$ cat config.mk
export PLATFORM = sky130hd
export DESIGN_NAME = bus_arbiter
export DESIGN_NICKNAME = d
export VERILOG_FILES = /design/src/rtl/bus_pkg.sv /design/src/rtl/rr_arbiter.sv /design/src/rtl/bus_arbiter.sv
export SDC_FILE = /design/constraint.sdc
export NUM_CORES = 1
export LEC_CHECK = 0
export CAP_MARGIN = 10
export CORE_ASPECT_RATIO = 1.5
export CORE_UTILIZATION = 30
export CTS_CLUSTER_SIZE = 14
export DETAILED_ROUTE_END_ITERATION = 10
export GPL_ROUTABILITY_DRIVEN = 0
export MAX_ROUTING_LAYER = met4
export PLACE_DENSITY = 0.9
export SLEW_MARGIN = 10
export SYNTH_ARGS = -nofsm -noshare
export SYNTH_HDL_FRONTEND = slang
export SYNTH_HIERARCHICAL = 1
export SYNTH_SLANG_ARGS = --single-unit
$ cat constraint.sdc
create_clock -name clk -period 3.2 [get_ports clk]
set_input_delay 0.64 -clock clk [delete_from_list [all_inputs] [get_ports clk]]
set_output_delay 0.64 -clock clk [all_outputs]
set_load 0.05 [all_outputs]
$ cat src/rtl/bus_pkg.sv
// Shared types and default sizing for the bus arbiter slice.
package bus_pkg;

  typedef enum logic {
    IDLE = 1'b0,
    XFER = 1'b1
  } state_t;

  localparam int DEF_N_REQ   = 4;
  localparam int DEF_DATA_W  = 32;
  localparam int DEF_LEN_W   = 4;
  localparam int DEF_TIMEOUT = 255;

  // Width of a counter that must be able to hold the value n.
  function automatic int cnt_w(input int n);
    return (n > 1) ? $clog2(n + 1) : 1;
  endfunction

endpackage

$ cat src/rtl/rr_arbiter.sv
// Combinational round-robin pick: first set request found searching
// upward from ptr+1, wrapping modulo N_REQ.
module rr_arbiter
  import bus_pkg::*;
#(
  parameter  int N_REQ = DEF_N_REQ,
  localparam int IDX_W = $clog2(N_REQ)
) (
  input  logic [N_REQ-1:0] req,
  input  logic [IDX_W-1:0] ptr,
  output logic [N_REQ-1:0] pick,
  output logic [IDX_W-1:0] idx,
  output logic             any
);

  logic found;
  int   cand;

  // Walk the N_REQ candidates in priority order; the first hit wins.
  always_comb begin
    pick  = '0;
    idx   = '0;
    found = 1'b0;
    cand  = 0;
    any   = |req;
    for (int k = 1; k <= N_REQ; k++) begin
      cand = (int'(ptr) + k) % N_REQ;
      if (!found && req[cand[IDX_W-1:0]]) begin
        found                   = 1'b1;
        pick[cand[IDX_W-1:0]]   = 1'b1;
        idx                     = cand[IDX_W-1:0];
      end
    end
  end

endmodule

$ cat src/rtl/bus_arbiter.sv
// Burst bus arbiter: round-robin grant of a shared bus to one of N_REQ
// requesters for a whole burst of len+1 beats, with one idle cycle
// between bursts. Optional stall watchdog enabled by BUS_ARB_TIMEOUT_EN.
module bus_arbiter
  import bus_pkg::*;
#(
  parameter  int N_REQ   = DEF_N_REQ,
  parameter  int DATA_W  = DEF_DATA_W,
  parameter  int LEN_W   = DEF_LEN_W,
  parameter  int TIMEOUT = DEF_TIMEOUT,
  localparam int IDX_W   = $clog2(N_REQ)
) (
  input  logic                    clk,
  input  logic                    rst,
  input  logic [N_REQ-1:0]        req_valid,
  input  logic [N_REQ*LEN_W-1:0]  req_len,
  input  logic [N_REQ*DATA_W-1:0] req_data,
  output logic [N_REQ-1:0]        req_ready,
  output logic                    bus_valid,
  output logic [DATA_W-1:0]       bus_data,
  output logic [IDX_W-1:0]        bus_src,
  output logic                    bus_last,
  input  logic                    bus_ready,
  output logic [N_REQ-1:0]        grant,
  output logic                    busy,
  output logic                    timeout_err
);

  state_t             state_q, state_d;
  logic [IDX_W-1:0]   ptr_q;
  logic [IDX_W-1:0]   sel_q;
  logic [N_REQ-1:0]   grant_q;
  logic               busy_q;
  logic [LEN_W-1:0]   len_q;
  logic [LEN_W-1:0]   beat_cnt;

  logic [N_REQ-1:0]   pick;
  logic [IDX_W-1:0]   pick_idx;
  logic               any_req;
  logic               beat_done;
  logic               stall_hit;
  logic               end_burst;

  rr_arbiter #(.N_REQ(N_REQ)) u_rr (
    .req  (req_valid),
    .ptr  (ptr_q),
    .pick (pick),
    .idx  (pick_idx),
    .any  (any_req)
  );

  // Bus mux: only the granted requester sees bus_ready; all quiet in IDLE.
  always_comb begin
    bus_valid = 1'b0;
    bus_data  = '0;
    req_ready = '0;
    bus_last  = 1'b0;
    if (state_q == XFER) begin
      bus_valid        = req_valid[sel_q];
      bus_data         = req_data[int'(sel_q)*DATA_W +: DATA_W];
      req_ready[sel_q] = bus_ready;
      bus_last         = bus_valid && (beat_cnt == len_q);
    end
  end

  assign beat_done = bus_valid && bus_ready;

`ifdef BUS_ARB_TIMEOUT_EN
  localparam int STALL_W = cnt_w(TIMEOUT);

  logic [STALL_W-1:0] stall_cnt;
  logic               timeout_q;

  // A completed beat in the same cycle as the limit wins over the abort.
  assign stall_hit = (state_q == XFER) && !beat_done &&
                     (stall_cnt == STALL_W'(TIMEOUT));

  // Stall counter clears in IDLE (covers grant) and on every beat; saturates.
  always_ff @(posedge clk) begin
    if (rst) begin
      stall_cnt <= '0;
      timeout_q <= 1'b0;
    end else begin
      timeout_q <= stall_hit;
      if (state_q == IDLE || beat_done)
        stall_cnt <= '0;
      else if (stall_cnt != STALL_W'(TIMEOUT))
        stall_cnt <= stall_cnt + 1'b1;
    end
  end

  assign timeout_err = timeout_q;
`else
  assign stall_hit   = 1'b0;
  assign timeout_err = 1'b0;
`endif

  assign end_burst = (state_q == XFER) && ((beat_done && bus_last) || stall_hit);

  // Next-state: grant on any request, return to IDLE after the last beat
  // or a stall abort; IDLE always lasts at least one cycle.
  always_comb begin
    state_d = state_q;
    case (state_q)
      IDLE:    if (any_req) state_d = XFER;
      XFER:    if (end_burst) state_d = IDLE;
      default: state_d = IDLE;
    endcase
  end

  // State register.
  always_ff @(posedge clk) begin
    if (rst) state_q <= IDLE;
    else     state_q <= state_d;
  end

  // Burst bookkeeping: latch winner and length at grant, count beats,
  // hand priority past the finished requester at burst end.
  always_ff @(posedge clk) begin
    if (rst) begin
      ptr_q    <= IDX_W'(N_REQ - 1);
      sel_q    <= '0;
      grant_q  <= '0;
      busy_q   <= 1'b0;
      len_q    <= '0;
      beat_cnt <= '0;
    end else begin
      case (state_q)
        IDLE: begin
          if (any_req) begin
            grant_q  <= pick;
            busy_q   <= 1'b1;
            sel_q    <= pick_idx;
            len_q    <= req_len[int'(pick_idx)*LEN_W +: LEN_W];
            beat_cnt <= '0;
          end
        end
        XFER: begin
          if (end_burst) begin
            grant_q <= '0;
            busy_q  <= 1'b0;
            ptr_q   <= sel_q;
          end
          if (beat_done) beat_cnt <= beat_cnt + 1'b1;
        end
        default: ;
      endcase
    end
  end

  assign grant   = grant_q;
  assign busy    = busy_q;
  assign bus_src = sel_q;

endmodule

==> metrics.cfg <==
[timing]
hold_violations = 0
skew_ns = 0.00249
setup_viol = 0
finalSetupTns_ns = 0
finalMaxSlewViolations = 0
relSlewSlack_pct = 53.4
fin_crit_ns = 3.03
worst_pin_slew_ns = 0.697
period_share_pct = 94.5
rsz0062_at_grt = false
fmax_mhz = 331

[setup_path]
critPathKind = input pin to output port
crit_top_cell = clkdlybuf4s50_1
crit_arrival_ns = 2.39
crit_chain = clkdlybuf4s50_1, mux4_2, and2_1, clkdlybuf4s50_1
endpoint_kind = output port
max_stage_delay_ns = 0.70
cp-startpoint = req_data[109]
crit_slowest_cell = clkdlybuf4s50_1
cp.buffers_inverters = 2
required_ns = 2.56
crit_path_start_kind = input pin
cp_top_family = buffers and inverters
r2r_start = ptr_q[0]
worstPathMaxFanout = 1

[place]
hpwl_microns = 7750
io_buffers = 195

[grt]
track_usage_pct = 21.9
grt_pass1_wl_microns = 13700
grt_start_max_net_pins = 35
antenna_found_initial = 2
grt_pass1_vias = 2910
grt_overflow = 0

[clock_network]
insertion_delay_ns = 0.25
cts_root_buffer = clkbuf_16
htreeDepth = 1
cts.sinks = 18
cts_tree = yes
postCtsHoldBufs = 0
cts_buffers = 3
post_cts_buffers = 0
clockBufferDepth = 2
post_cts_resized = 0
clk_pin_slew_worst_paths_ns = 0.05

[synth]
netlist_top_cells_area = mux4_2 36%, dfxtp_1 15%, and2_1 8.5%
synth_top_cell_by_area = mux4_2
yosysSeqAreaShare_pct = 14.8
netlist.area_leader.share_pct = 36.1
ys_ff_latch = 18
yosysMostFrequentCell = mux4_2
avgSynthCellArea_sq_um = 9.85
synth_warnings = 6
yosys_most_used_dff = dfxtp_1
synthTopCellsByCount = 39 x mux4_2, 33 x and2_1, 24 x nand2_1
syn_nets = 407
netlist_instances = 247
synth_cell_types = 45
netlist_area_sq_um = 2430
synth-edff-count = 0
postSynth.asyncResetShare_pct = 0

[hold_path]
hp-class = flop to flop
min-delay-start = len_q[3]

[routing]
dr.pass1.iters = 4
wl_microns = 9220
drt-initial-drc-count = 69
drtAntennaViolNets = 0
drcViolationCount = 0
viasPerCell = 5.16
wl_per_cell_microns = 17.2
vias = 2771

[die]
rows = 39
core_area_sq_um = 7760
start_util_pct = 31.4
die_area_sq_um = 8480
die_x_microns = 75.5
die_h_microns = 112
pin_count = 197

[final_layout]
drive_above_1_share_pct = 22.6
syn2layout_area_growth_pct = 85.1
nFillCells = 639
nets = 594

[power]
power_w = 0.00136
ir_worst_vdd_mv = 0.191
p_leak_nw = 1.67
p_per_area_nw_per_um2 = 302

[run_status]
status = finished, final reports clean

[run]
maxCapViolCount = 0

[state kept, by name, summed over array words and instances, names as in the netlist]
register	cells
bus_src	2
grant	4
busy	1
state_q	1
ptr_q	2
beat_cnt	4
len_q	4
[final timing paths]
path | cells past startpoint | endpoint | slack [ns]
setup / recovery | 4 | bus_data[13] | 0.17
hold / removal | 2 | len_q[3] | 0.47
setup reg to reg | 10 | len_q[1] | 0.57
hold reg to reg | 2 | len_q[3] | 0.47
[through the flow]
step / area (sq um) / hold WS [ns] / util (%) / worst slack, ns / cells
after floorplan: 2430 / 0.450 / - / 0.136 / 247
after global placement: 4410 / 0.463 / 56.9 / 0.222 / 531
after detailed placement: 4410 / 0.467 / 56.9 / 0.169 / 531
after CTS: 4500 / 0.474 / 58.0 / 0.169 / 535
after global routing: 4510 / 0.500 / 58.1 / 0.151 / 537
final: 4510 / 0.468 / 58.1 / 0.175 / 537
[layout by cell type, fill, tap and decap left out, types with 2 or more instances in the layout]
| master | count |
|---|---|
| clkdlybuf4s50_1 | 159 |
| buf_4 | 45 |
| mux4_2 | 39 |
| and2_1 | 33 |
| nand2_1 | 24 |
| dfxtp_1 | 16 |
| nor2_1 | 10 |
| a21oi_1 | 10 |
| nand3b_1 | 9 |
| o21ai_1 | 9 |
| ha_1 | 9 |
| inv_1 | 5 |
| nor3_1 | 5 |
| xnor2_1 | 4 |
| nor2b_1 | 4 |
| o21ai_0 | 4 |
| a221o_1 | 4 |
| nand3_1 | 3 |
| nand4_1 | 3 |
| clkbuf_16 | 3 |
| diode_2 | 2 |
| nand3_2 | 2 |
| nand2b_1 | 2 |
| o21a_1 | 2 |
| a211o_1 | 2 |
| mux2i_1 | 2 |
| dfxtp_2 | 2 |
| buf_12 | 2 |
| nor3b_1 | 2 |
| o211ai_1 | 2 |
[layout make-up]
type | instances | area [sq um] | area share (%)
timing repair buffer | 206 | 1970 | 43.7
sequential | 18 | 363 | 8.05
inverter | 5 | 18.8 | 0.417
clock buffer | 4 | 88.8 | 1.97
tap | 102 | 128 | 2.83
multi-input combinational | 200 | 1930 | 42.9
antenna | 2 | 5.00 | 0.111
[cell families after synthesis]
| kind of cell | count (synthesis) | synth area share, % |
|---|---|---|
| AOI/OAI and AO/OA | 41 | 12.0 |
| xor gates and xnor gates | 5 | 1.80 |
| adders and majority gates | 9 | 4.63 |
| buffers and inverters | 29 | 5.76 |
| DFF | 18 | 14.8 |
| muxes | 42 | 37.4 |
| other | 1 | 0.154 |
| and+or+nand+nor | 102 | 23.4 |
[per-layer routing]
layer | global-route usage [%] | vias to the layer above | wire length [microns]
met5 | - | - | 0
li1 | - | 1309 | -
met3 | 4.85 | 28 | 931
met1 | 20.0 | 1285 | 3130
met2 | 42.3 | 149 | 4910
met4 | 7.04 | 0 | 248
[where the power goes]
| part | leakage [nW] | internal, W | switching [W] |
|---|---|---|---|
| clock network | 0.0442 | 0.000190 | 0.0000818 |
| registers | 0.148 | 0.000242 | 0.0000207 |
| logic | 1.48 | 0.000422 | 0.000405 |
[worst min-delay path, stage by stage (launching register included)]
cell and delay [ns]:
dfxtp_1 0.31, nand2_1 0.06, a21oi_1 0.05
Power figures use the tool's default switching activity.
